[config.mk]
export PLATFORM = sky130hd
export DESIGN_NAME = if_fetch_unit
export DESIGN_NICKNAME = d
export VERILOG_FILES = /design/src/rtl/if_fetch_unit.sv
export SDC_FILE = /design/constraint.sdc
export NUM_CORES = 1
export LEC_CHECK = 0
export ABC_AREA = 0
export CORE_ASPECT_RATIO = 0.8
export CORE_MARGIN = 2
export CORE_UTILIZATION = 35
export CTS_CLUSTER_DIAMETER = 80
export CTS_CLUSTER_SIZE = 40
export DETAILED_ROUTE_END_ITERATION = 7
export PLACE_DENSITY = 0.55
export SETUP_SLACK_MARGIN = 0.4
export SYNTH_ARGS = -nofsm -noshare
export SYNTH_HDL_FRONTEND = slang
export SYNTH_SLANG_ARGS = --single-unit
[constraint.sdc]
create_clock -name clk -period 13.77 [get_ports clk]
set_input_delay 4.131 -clock clk [delete_from_list [all_inputs] [get_ports clk]]
set_output_delay 4.131 -clock clk [all_outputs]
set_load 0.05 [all_outputs]
[src/rtl/if_fetch_unit.sv]
// Instruction-fetch stage: owns the PC, drives a single-outstanding imem request
// and fills the IF/ID register, with EX redirect and hazard stall handling.
module if_fetch_unit #(
    parameter logic [31:0] RESET_PC = 32'h0000_0000
) (
    input  logic        clk,
    input  logic        reset,
    input  logic        branch_taken,
    input  logic [31:0] branch_target,
    input  logic        stall,
    output logic        imem_req_valid,
    input  logic        imem_req_ready,
    output logic [31:0] imem_req_addr,
    input  logic        imem_resp_valid,
    input  logic [31:0] imem_resp_data,
    output logic [31:0] if_id_pc,
    output logic [31:0] if_id_instruction,
    output logic        if_id_valid
);

    localparam int unsigned XLEN = 32;
    localparam logic [XLEN-1:0] PC_STEP = XLEN'(4);
    localparam logic [XLEN-1:0] ALIGN_MASK = ~XLEN'(3);

    typedef enum logic [2:0] {
        S_IDLE,
        S_REQ,
        S_WAIT,
        S_HOLD,
        S_DRAIN
    } state_t;

    state_t          state, state_d;
    logic [XLEN-1:0] pc, pc_d;
    logic [XLEN-1:0] req_pc, req_pc_d;
    logic [XLEN-1:0] hold_pc, hold_pc_d;
    logic [XLEN-1:0] hold_instr, hold_instr_d;
    logic [XLEN-1:0] id_pc_d, id_instr_d;
    logic            id_valid_d;
    logic            can_load;

    assign imem_req_valid = (state == S_REQ);
    assign imem_req_addr  = pc;
    assign can_load       = !stall || !if_id_valid;

    // State and datapath registers
    always_ff @(posedge clk or posedge reset) begin
        if (reset) begin
            state             <= S_IDLE;
            pc                <= RESET_PC;
            req_pc            <= '0;
            hold_pc           <= '0;
            hold_instr        <= '0;
            if_id_pc          <= '0;
            if_id_instruction <= '0;
            if_id_valid       <= 1'b0;
        end else begin
            state             <= state_d;
            pc                <= pc_d;
            req_pc            <= req_pc_d;
            hold_pc           <= hold_pc_d;
            hold_instr        <= hold_instr_d;
            if_id_pc          <= id_pc_d;
            if_id_instruction <= id_instr_d;
            if_id_valid       <= id_valid_d;
        end
    end

    // Next-state and datapath; a redirect overrides everything computed first
    always_comb begin
        state_d      = state;
        pc_d         = pc;
        req_pc_d     = req_pc;
        hold_pc_d    = hold_pc;
        hold_instr_d = hold_instr;
        id_pc_d      = if_id_pc;
        id_instr_d   = if_id_instruction;
        id_valid_d   = stall && if_id_valid;

        case (state)
            S_IDLE: state_d = S_REQ;
            S_REQ: begin
                if (imem_req_ready) begin
                    req_pc_d = pc;
                    state_d  = S_WAIT;
                end
            end
            S_WAIT: begin
                if (imem_resp_valid) begin
                    pc_d = req_pc + PC_STEP;
                    if (can_load) begin
                        id_pc_d    = req_pc;
                        id_instr_d = imem_resp_data;
                        id_valid_d = 1'b1;
                        state_d    = S_REQ;
                    end else begin
                        hold_pc_d    = req_pc;
                        hold_instr_d = imem_resp_data;
                        state_d      = S_HOLD;
                    end
                end
            end
            S_HOLD: begin
                if (!stall) begin
                    id_pc_d    = hold_pc;
                    id_instr_d = hold_instr;
                    id_valid_d = 1'b1;
                    state_d    = S_REQ;
                end
            end
            S_DRAIN: begin
                if (imem_resp_valid) begin
                    state_d = S_REQ;
                end
            end
            default: state_d = S_IDLE;
        endcase

        if (branch_taken) begin
            id_valid_d   = 1'b0;
            hold_pc_d    = '0;
            hold_instr_d = '0;
            pc_d         = branch_target & ALIGN_MASK;
            case (state)
                S_IDLE:  state_d = S_REQ;
                S_REQ:   state_d = imem_req_ready ? S_DRAIN : S_REQ;
                S_WAIT:  state_d = imem_resp_valid ? S_REQ : S_DRAIN;
                S_HOLD:  state_d = S_REQ;
                S_DRAIN: state_d = imem_resp_valid ? S_REQ : S_DRAIN;
                default: state_d = S_IDLE;
            endcase
        end
    end

endmodule
==> impl_results.md, run 1 <==
- First-pass GRT wire length: 38,330 µm
- Area Growth Syn to Fin: 27.31%
- Crit start category: input pin
- Fin. Hold Viols: 0
- Vias in the first global route: 6,669
- Worst slew pin tran: 1009 ps
- Arr. time, crit path: 6690 ps
- Pwr Density: 197.4 mW/mm²
- Crit. End Element: flop
- Leak: 5.012 nW
- Root Buffer: clkbuf_16
- Crit-path cells: clkdlybuf4s50_1 > nor2b_1 > nand2_1 > buf_4 > nor2_4 > buf_4 > nand2_1 > a21oi_1
- Die Y: 147.0 µm
- Dominant cell type by area after synthesis: dfrtp_1
- DR WL/cell: 17.24 µm
- Num CTS Buffers: 17
- CP required: 14,130 ps
- Max incr delay on CP: 660 ps
- # nets final: 1,113
- WS Path Type: input pin to flop
- Crit share post-route: 45.97%
- Min cycle time layout: 6331 ps
- Ratio of cells with drive above 1 in the final layout: 8.436%
- GP Congestion: 0.7417
- Setup_tns: 0 ps
- Placed cells: 1,347
- Clock transition at the registers of the reported paths: 70 ps
- GR Layer Usage met3: 3.768%
- Hold Crit Depth: 2
- Hold buffer count at cts: 0
- Max-cap violations: 0
- Ys flop type: dfrtp_1
- Post-CTS setup buffers: 0
- Rows: 52
- Hold path start: if_id_instruction[13]
- Pin count of the biggest net entering global routing: 129
- Synthesized flop and latch total: 196
- CP max stage cell: nor2_4
- RSZ-0062 raised after global routing: false
- Worst r2r src: state[1]
- IO Pins: 168
- Gate Count Post-Synth: 918
- Crit path max fanout: 38
- Chip width: 182.7 µm
- Post-DP HPWL: 14,940 µm
- Worst-Skew Late Latency: 450 ps
- Worst R2R Path Depth: 7
- Final Util: 45.22%
- Finished Layout Cells: 1,380
- Via density: 4.983
- Die area: 0.02686 mm²
- Initial DRC Count: 568
- Core ar.: 0.02518 mm²
- Peak supply drop: 113.6 µV
- Ys async rst share: 100.0%
- Seq/Total Area, Yosys: 54.84%
- GR peak layer: met1
- M2 GR Usage: 26.69%
- First-pass iteration count of the detailed router: 4
- Yosys warns: 0
- Via count: 6,877
- EDFF count, synth: 0
- Final setup violation count: 0
- Resized Gates After CTS: 0
- Synth Net Count: 989
- Slew headroom: 32.74%
- CTS tree: done
- Post-route ant nets: 0
- Port bufs: 165
- Post-synth top area share: 54.84%
- Clock buffer depth: 2
- GR Layer Usage met1: 27.46%
- Clk sink count: 196
- Mapped cell area: 0.008944 mm²
- H-tree levels: 4
- Maximum clock frequency: 0.1580 GHz
- Avg Inst Size Synth: 9.742 µm²
- Gr usage total: 18.27%
- Slew Limit Fails: 0
- Outcome: completed
- Initial antenna violation count: 1
- Drt drc: 0
- Clk_skew: 16.17 ps
- Drt total wl: 23,790 µm
- Reg2reg setup slack: 11,020 ps
- Worst Hold Path EP: if_id_instruction[13]
- Synth area leaders: dfrtp_1 (55%), nand2_1 (10%), mux2i_1 (7.6%)
- Path type of the worst min-delay path: flop to flop
- Grt ovf: 0
- Initial core utilization: 35.52%
- Reg2reg end: hold_instr[11]
- Yosys cell types: 42
## where the power goes
part           internal [W]  switching [W]  leakage [nW]
clock network      0.000255       0.000241         0.282
logic              0.000324       0.000568          2.18
registers          0.000713       0.000146          2.55
total               0.00129       0.000955          5.01
## registers in the layout (all words and copies together), names as in the netlist
name and cells:
if_id_instruction 32, state 3, hold_instr 32, if_id_pc 32, req_pc 32, hold_pc 32
if_id_valid 1, imem_req_addr 32
## how the worst max path moves through the flow
stage	start	end	slack, ps	cells past startpoint
floorplan	reset	hold_instr[0]	4300	1
global placement	imem_resp_valid	hold_instr[10]	6990	8
detailed placement	imem_resp_valid	hold_pc[15]	6970	8
CTS	imem_resp_valid	hold_pc[15]	7430	8
global route	imem_resp_valid	hold_instr[0]	7260	8
finish	imem_resp_valid	hold_instr[11]	7440	8
## cells in the mapped netlist (2+ instances only)
library cell / instances
nand2_1: 249
dfrtp_1: 196
o21ai_0: 83
a21oi_1: 75
mux2i_1: 68
clkbuf_1: 59
mux2_2: 27
nor2_1: 20
nor3_1: 16
xnor2_1: 13
o31ai_1: 11
nand3_1: 10
buf_2: 7
inv_1: 7
nor4_1: 7
nor3b_1: 6
o21ai_1: 6
o31a_1: 6
nor4_2: 5
o21a_1: 5
nand4_1: 4
nor2b_1: 4
o221ai_2: 4
and3_1: 3
xor2_1: 3
and2_1: 2
and4_1: 2
buf_1: 2
buf_6: 2
nand2b_1: 2
nand3b_1: 2
o221ai_1: 2
## area by class of cell
| class | count | area, µm² |
|---|---|---|
| timing repair buffer | 175 | 1724 |
| fill | 2383 | 13790 |
| inverter | 7 | 33.78 |
| clock inverter | 15 | 142.6 |
| clock buffer | 17 | 425.4 |
| tap | 324 | 405.4 |
| multi-input combinational | 645 | 3747 |
| sequential | 196 | 4905 |
| antenna | 1 | 2.502 |
## kinds of logic after synthesis
group | Yosys count | synth area share [%]
mux | 96 | 11.14
simple gates | 339 | 16.76
fa+ha+maj | 1 | 0.1399
xor+xnor | 16 | 1.567
flops | 196 | 54.84
buf+inv | 77 | 3.497
compound gates | 193 | 12.06
## worst max-delay path, delay by kind of cell
family,cells,cell delay (ps)
AND/OR/NAND/NOR,4,1060
buffers and inverters,3,1350
AO/OA/AOI/OAI,1,140
## layer usage
metal	part of all wire, %	up-vias
met5	0	-
met4	0.84	0
met3	4.2	12
met2	43	133
met1	52	3352
li1	-	3380
## cells in the final DEF (no fill, tap or decap), types with 2 or more instances in the layout
master           instances
o221ai_1                 2
nand4_1                  4
o21a_1                   5
inv_1                    6
inv_6                    7
and2_1                   2
mux2i_1                 68
nor3_1                  16
buf_4                   11
mux2_2                  27
clkinv_4                 2
xor2_1                   3
a21oi_1                 75
nor4_1                   7
nand3_1                  9
and3_1                   3
clkdlybuf4s50_1        164
clkbuf_16               17
nor2b_1                  4
o21ai_1                  6
o221ai_2                 4
dfrtp_1                196
nand2b_1                 2
clkinv_2                 3
inv_8                    2
nor2_1                  19
and4_1                   2
nand3b_1                 2
nor3b_1                  6
o31ai_1                 11
xnor2_1                 13
nand2_1                248
o31a_1                   6
o21ai_0                 83
nor4_2                   5
## stage by stage
stage | instance area (µm²) | hold WS, ps | power, W | setup slack, ps
6_report | 11390 | 478.4 | 0.002247 | 7439
3_5_place_dp | 10820 | 469.2 | 0.001767 | 6969
3_3_place_gp | 10820 | 459.3 | 0.001760 | 6987
5_1_grt | 11380 | 505.9 | 0.002371 | 7258
4_1_cts | 11380 | 485.4 | 0.002270 | 7430
2_1_floorplan | 8944 | 500.6 | 0.001455 | 4298
Power figures use the tool's default switching activity.
==> run 2, diff against run 1 <==
--- a/config.mk
+++ b/config.mk
@@ -12,7 +12,7 @@
 export CTS_CLUSTER_DIAMETER = 80
 export CTS_CLUSTER_SIZE = 40
 export DETAILED_ROUTE_END_ITERATION = 7
-export PLACE_DENSITY = 0.55
+export PLACE_DENSITY = 0.58
 export SETUP_SLACK_MARGIN = 0.4
 export SYNTH_ARGS = -nofsm -noshare
 export SYNTH_HDL_FRONTEND = slang
==> constraint.sdc (replaced) <==
create_clock -name clk -period 5.18 [get_ports clk]
set_input_delay 1.554 -clock clk [delete_from_list [all_inputs] [get_ports clk]]
set_output_delay 1.554 -clock clk [all_outputs]
set_load 0.05 [all_outputs]
==> impl_results.md, run 2 (synthesis results as in run 1) <==
- Post-DP HPWL: 14,790 µm (-1.0%)
- Arr. time, crit path: 3920 ps (-2770 ps)
- NetSw: 0.002532 W (+170%)
- Multi-input logic area: 0.003747 mm² (unchanged)
- CP max stage cell: and2_1
- Initial DRC Count: 386 (-32%)
- Rows: 52 (unchanged)
- Via density: 5.006 (+0.45%)
- Clock transition at the registers of the reported paths: 80 ps (about the same)
- Num CTS Buffers: 17 (unchanged)
- Fin. Hold Viols: 0 (unchanged)
- Drt drc: 0 (unchanged)
- Pint: 0.003491 W (+170%)
- Fill cells: 2,399 (+0.67%)
- Crit path max fanout: 15 (-61%)
- Die Y: 147.0 µm (unchanged)
- Die area: 0.02686 mm² (unchanged)
- N_diodes: 0 (-1)
- Final setup violation count: 0 (unchanged)
- First-pass iteration count of the detailed router: 4 (unchanged)
- DP Worst Slack: 1115 ps (-5854 ps)
- Area Growth Syn to Fin: 28.23%
- Grt ovf: 0 (unchanged)
- Worst-Skew Late Latency: 430 ps (-20 ps)
- Crit share post-route: 69.56%
- H-tree levels: 4 (unchanged)
- Worst R2R Path Depth: 4 (-3)
- Gr usage total: 17.77% (-0.50 points)
- Hold Crit Depth: 2 (unchanged)
- Setup slack after layout: 1577 ps (-5863 ps)
- Crit start category: input pin
- Crit. End Element: flop
- Combinational share of power: 39.3% (-0.4 points)
- Maximum clock frequency: 0.2775 GHz
- Vias in the first global route: 6,678 (+0.13%)
- Pin count of the biggest net entering global routing: 129 (unchanged)
- CTS tree: done
- RSZ-0062 raised after global routing: false
- First-pass GRT wire length: 37,380 µm (-2.5%)
- Pwr Density: 525.2 mW/mm² (+170%)
- Clk_skew: 15.21 ps (-0.9579 ps)
- Max incr delay on CP: 700 ps (+40 ps)
- Resized Gates After CTS: 0 (unchanged)
- DR WL/cell: 16.97 µm (-1.6%)
- Clk sink count: 196 (unchanged)
- Post-route ant nets: 0 (unchanged)
- Share of power burned in the clock network: 22.6% (+0.5 points)
- Reg2reg setup slack: 2550 ps (-8470 ps)
- Most frequent cells in the layout: nand2_1 (248), dfrtp_1 (196), clkdlybuf4s50_1 (164)
- Initial antenna violation count: 0 (-1)
- Net Sw Frac: 42.04% (-0.48 points)
- IO Pins: 168 (unchanged)
- Port bufs: 165 (unchanged)
- Setup_tns: 0 ps (unchanged)
- Slew headroom: 33.47% (+0.73 points)
- Initial core utilization: 35.52% (unchanged)
- Leak: 5.043 nW (+0.64%)
- Path type of the worst min-delay path: flop to flop
- Worst slew pin tran: 997.9 ps (-11.01 ps)
- Core ar.: 0.02518 mm² (unchanged)
- CP top delay family: simple AND/OR/NAND/NOR gates
- Via count: 6,903 (+0.38%)
- Slew Limit Fails: 0 (unchanged)
- Hold buffer count at cts: 0 (unchanged)
- Crit-path cells: clkdlybuf4s50_1 > nor2b_1 > and2_1 > nand2b_1 > o221ai_1
- Outcome: completed
- Clock buffer depth: 2 (unchanged)
- Root Buffer: clkbuf_16
- CP required: 5500 ps (-8630 ps)
- Reg2reg end: imem_req_addr[27]
- Drt total wl: 23,400 µm (-1.7%)
- Commonest non-fill, non-tap cell in the layout: nand2_1
- Worst Hold Path EP: if_id_instruction[13]
- WP buf/inv: 1 (-2)
- Flop pwr share: 38.0% (-0.2 points)
- Post-CTS setup buffers: 0 (unchanged)
- Peak supply drop: 264.5 µV (+130%)
- Hold path start: if_id_instruction[13]
- Min cycle time layout: 3603 ps
- GP Congestion: 0.7495 (+1.1%)
- WS Path Type: input pin to flop
- Max-cap violations: 0 (unchanged)
- Register area: 0.004905 mm² (unchanged)
- Ratio of cells with drive above 1 in the final layout: 8.436% (unchanged)
- # nets final: 1,115 (+0.18%)
- Chip width: 182.7 µm (unchanged)
- Worst r2r src: state[1]
## run 2: cell types whose count changed in the layout (fill, tap and decap cells not counted), sizes merged
cell / before / now
diode: 1 / 0
buf: 11 / 13
inv: 15 / 12
bufinv: 1 / 2
## run 2: tightest hold or removal path, cell delays in order (launching register included)
cell	delay [ps]
dfrtp_1	340
nand2_1	50
o21ai_0	60
## run 2: through the flow
stage               cell area [µm²]  total power, W  util (%)  hold WS [ps]  std cells
global placement              10880        0.004676     43.20         460.2       1349
finish                        11470        0.006023     45.55         480.0       1379
CTS                           11470        0.006086     45.55         486.1       1379
floorplan                      8947        0.003867         -         500.6        918
detailed placement            10880        0.004704     43.20         468.9       1349
global route                  11470        0.006349     45.55         509.8       1379
## run 2: worst max-delay path by stage
stage                              endpoint            start  slack, ps  cells past startpoint
after floorplan               hold_instr[0]            reset       1090                      1
after global placement    imem_req_addr[26]  imem_resp_valid       1160                      5
after detailed placement  imem_req_addr[27]  imem_resp_valid       1120                      5
after CTS                    imem_req_valid         state[0]       1540                      2
after global routing      imem_req_addr[27]  imem_resp_valid       1390                      5
final                     imem_req_addr[27]  imem_resp_valid       1580                      5
## run 2: power groups by stage
stage | Combinational (W) | Clock, W | Sequential (W)
finish | 0.00237 | 0.00136 | 0.00229
global route | 0.00253 | 0.00146 | 0.00236
CTS | 0.00239 | 0.00140 | 0.00229
detailed placement | 0.00239 | 0 | 0.00232
global placement | 0.00237 | 0 | 0.00231
floorplan | 0.000849 | 0 | 0.00302
## run 2: layout make-up
cell class	count	share of cell area (%)
clock buffer	17	3.709
multi-input combinational	645	32.68
inverter	7	0.2618
timing repair buffer	177	15.60
clock inverter	13	1.451
sequential	196	42.77
tap	324	3.535
## run 2: per-layer routing
layer	wire length, µm	GRT usage (%)
met5	0	0
met4	167	3.952
met3	896	3.272
met2	10280	27.02
met1	12050	26.41
==> run 3, diff against run 2 <==
--- a/config.mk
+++ b/config.mk
@@ -12,7 +12,7 @@
 export CTS_CLUSTER_DIAMETER = 80
 export CTS_CLUSTER_SIZE = 40
 export DETAILED_ROUTE_END_ITERATION = 7
-export PLACE_DENSITY = 0.58
+export PLACE_DENSITY = 0.55
 export SETUP_SLACK_MARGIN = 0.4
 export SYNTH_ARGS = -nofsm -noshare
 export SYNTH_HDL_FRONTEND = slang
==> constraint.sdc (replaced) <==
create_clock -name clk -period 3.65 [get_ports clk]
set_input_delay 1.095 -clock clk [delete_from_list [all_inputs] [get_ports clk]]
set_output_delay 1.095 -clock clk [all_outputs]
set_load 0.05 [all_outputs]
==> impl_results.md, run 3 (synthesis results as in run 1) <==
- Drt drc: 0 (unchanged)
- Post-route ant nets: 0 (unchanged)
- Clock transition at the registers of the reported paths: 70 ps (about the same)
- Grt ovf: 0 (unchanged)
- Path type of the worst min-delay path: flop to flop
- # nets final: 1,122 (+0.63%)
- Final setup violation count: 0 (unchanged)
- First-pass GRT wire length: 37,980 µm (+1.6%)
- Fill cells: 2,442 (+1.8%)
- Fin. Hold Viols: 0 (unchanged)
- Worst slew pin tran: 731.3 ps (-266.7 ps)
- Post-CTS setup buffers: 0 (unchanged)
- Gr usage total: 18.04% (+0.27 points)
- Register area: 0.004905 mm² (unchanged)
- Pin count of the biggest net entering global routing: 80 (-38%)
- Via count: 6,912 (+0.13%)
- Maximum clock frequency: 0.3217 GHz
- DR WL/cell: 17.01 µm (+0.23%)
- Most frequent cells in the layout: nand2_1 (248), dfrtp_1 (196), clkdlybuf4s50_1 (164)
- Num CTS Buffers: 17 (unchanged)
- Max-cap violations: 0 (unchanged)
- Hold buffer count at cts: 0 (unchanged)
- Crit. End Element: primary output
- Resized Gates After CTS: 0 (unchanged)
- Multi-input logic area: 0.003747 mm² (unchanged)
- Rows: 52 (unchanged)
- Ratio of cells with drive above 1 in the final layout: 9.117% (+0.68 points)
- Clk_skew: 12.90 ps (-2.312 ps)
- Via density: 4.976 (-0.59%)
- Root Buffer: clkbuf_16
- Reg2reg end: imem_req_addr[31]
- Vias in the first global route: 6,590 (-1.3%)
- Initial core utilization: 35.52% (unchanged)
- CTS tree: done
- Arr. time, crit path: 2010 ps (-1910 ps)
- IO Pins: 168 (unchanged)
- Worst hold slack: 479.9 ps (-0.1350 ps)
- Setup slack after layout: 541.9 ps (-1035 ps)
- RSZ-0062 raised after global routing: false
- Worst Hold Path EP: if_id_instruction[6]
- Initial antenna violation count: 1 (+1)
- Clock buffer depth: 2 (unchanged)
- Setup_tns: 0 ps (unchanged)
- Slew Limit Fails: 0 (unchanged)
- Clk sink count: 196 (unchanged)
- Slew headroom: 51.21% (+18 points)
- Worst r2r src: req_pc[20]
- Chip width: 182.7 µm (unchanged)
- Die Y: 147.0 µm (unchanged)
- Crit path max fanout: 10 (-5)
- First-pass iteration count of the detailed router: 5 (+1)
- Pwr Density: 740.1 mW/mm² (+41%)
- Crit start category: flop
- Post-DP HPWL: 15,380 µm (+4.0%)
- Drt total wl: 23,620 µm (+0.96%)
- WS Path Type: flop to primary output
- Initial DRC Count: 575 (+49%)
- Worst-Skew Late Latency: 430 ps (about the same)
- Peak supply drop: 381.1 µV (+44%)
- Port bufs: 165 (unchanged)
- Min cycle time layout: 3108 ps
- Core ar.: 0.02518 mm² (unchanged)
- CP required: 2550 ps (-2950 ps)
- Area Growth Syn to Fin: 28.81%
- Commonest non-fill, non-tap cell in the layout: nand2_1
- H-tree levels: 4 (unchanged)
- GP Congestion: 0.7572 (+1.0%)
- DP Worst Slack: 538.4 ps (-576.8 ps)
- Reg2reg setup slack: 1310 ps (-1240 ps)
- Crit share post-route: 85.15%
- Outcome: completed
- Hold path start: if_id_instruction[6]
- Hold Crit Depth: 2 (unchanged)
- Worst R2R Path Depth: 5 (+1)
- Die area: 0.02686 mm² (unchanged)
- Leak: 5.058 nW (+0.30%)
## run 3: changes by cell type in the layout (fill, tap and decap cells not counted), sizes merged
cell,previous run,this run
inv,12,10
bufinv,2,1
buf,13,20
clkinv,5,4
clkbuf,17,19
clkinvlp,1,5
diode,0,1
## run 3: metal layers
metal  part of all wire (%)  global-route usage, %
met1                     52                  28.59
met2                     43                  25.49
met3                    4.3                  3.247
met4                   0.53                  3.750
met5                      0                      0
## run 3: per-stage QoR
step	utilization, %	cells	instance area, µm²	power, W
floorplan	-	918	8947	0.005488
global placement	43.41	1356	10930	0.006656
detailed placement	43.41	1356	10930	0.006689
CTS	45.74	1388	11520	0.008616
global route	45.74	1388	11520	0.008983
finish	45.75	1389	11520	0.008525
## run 3: power by group
part / leakage [nW] / switching [W] / internal (W)
registers: 2.55 / 0.000557 / 0.00269
logic: 2.23 / 0.00213 / 0.00125
clock network: 0.275 / 0.000911 / 0.000986
total: 5.06 / 0.00360 / 0.00492
## run 3: final cells by class
cell class,instances,area share (%)
diodes,1,0.02172
clock buffers,19,3.845
clock inverters,13,1.260
inverters,7,0.2607
multi-input cells,645,32.53
flip-flops and latches,196,42.58
well taps,324,3.519
repair buffers,184,15.99
## run 3: how the worst max path moves through the flow
stage	slack, ps	start	endpoint
global placement	610	imem_resp_valid	hold_pc[15]
floorplan	20	reset	hold_instr[0]
finish	540	state[0]	imem_req_valid
global route	450	state[0]	imem_req_valid
detailed placement	540	imem_resp_valid	hold_pc[15]
CTS	510	state[0]	imem_req_valid
## run 3: worst max-delay path: stages, from the launching register on
cell and delay [ps]:
dfrtp_1 530, nor3b_1 220, clkdlybuf4s50_1 850
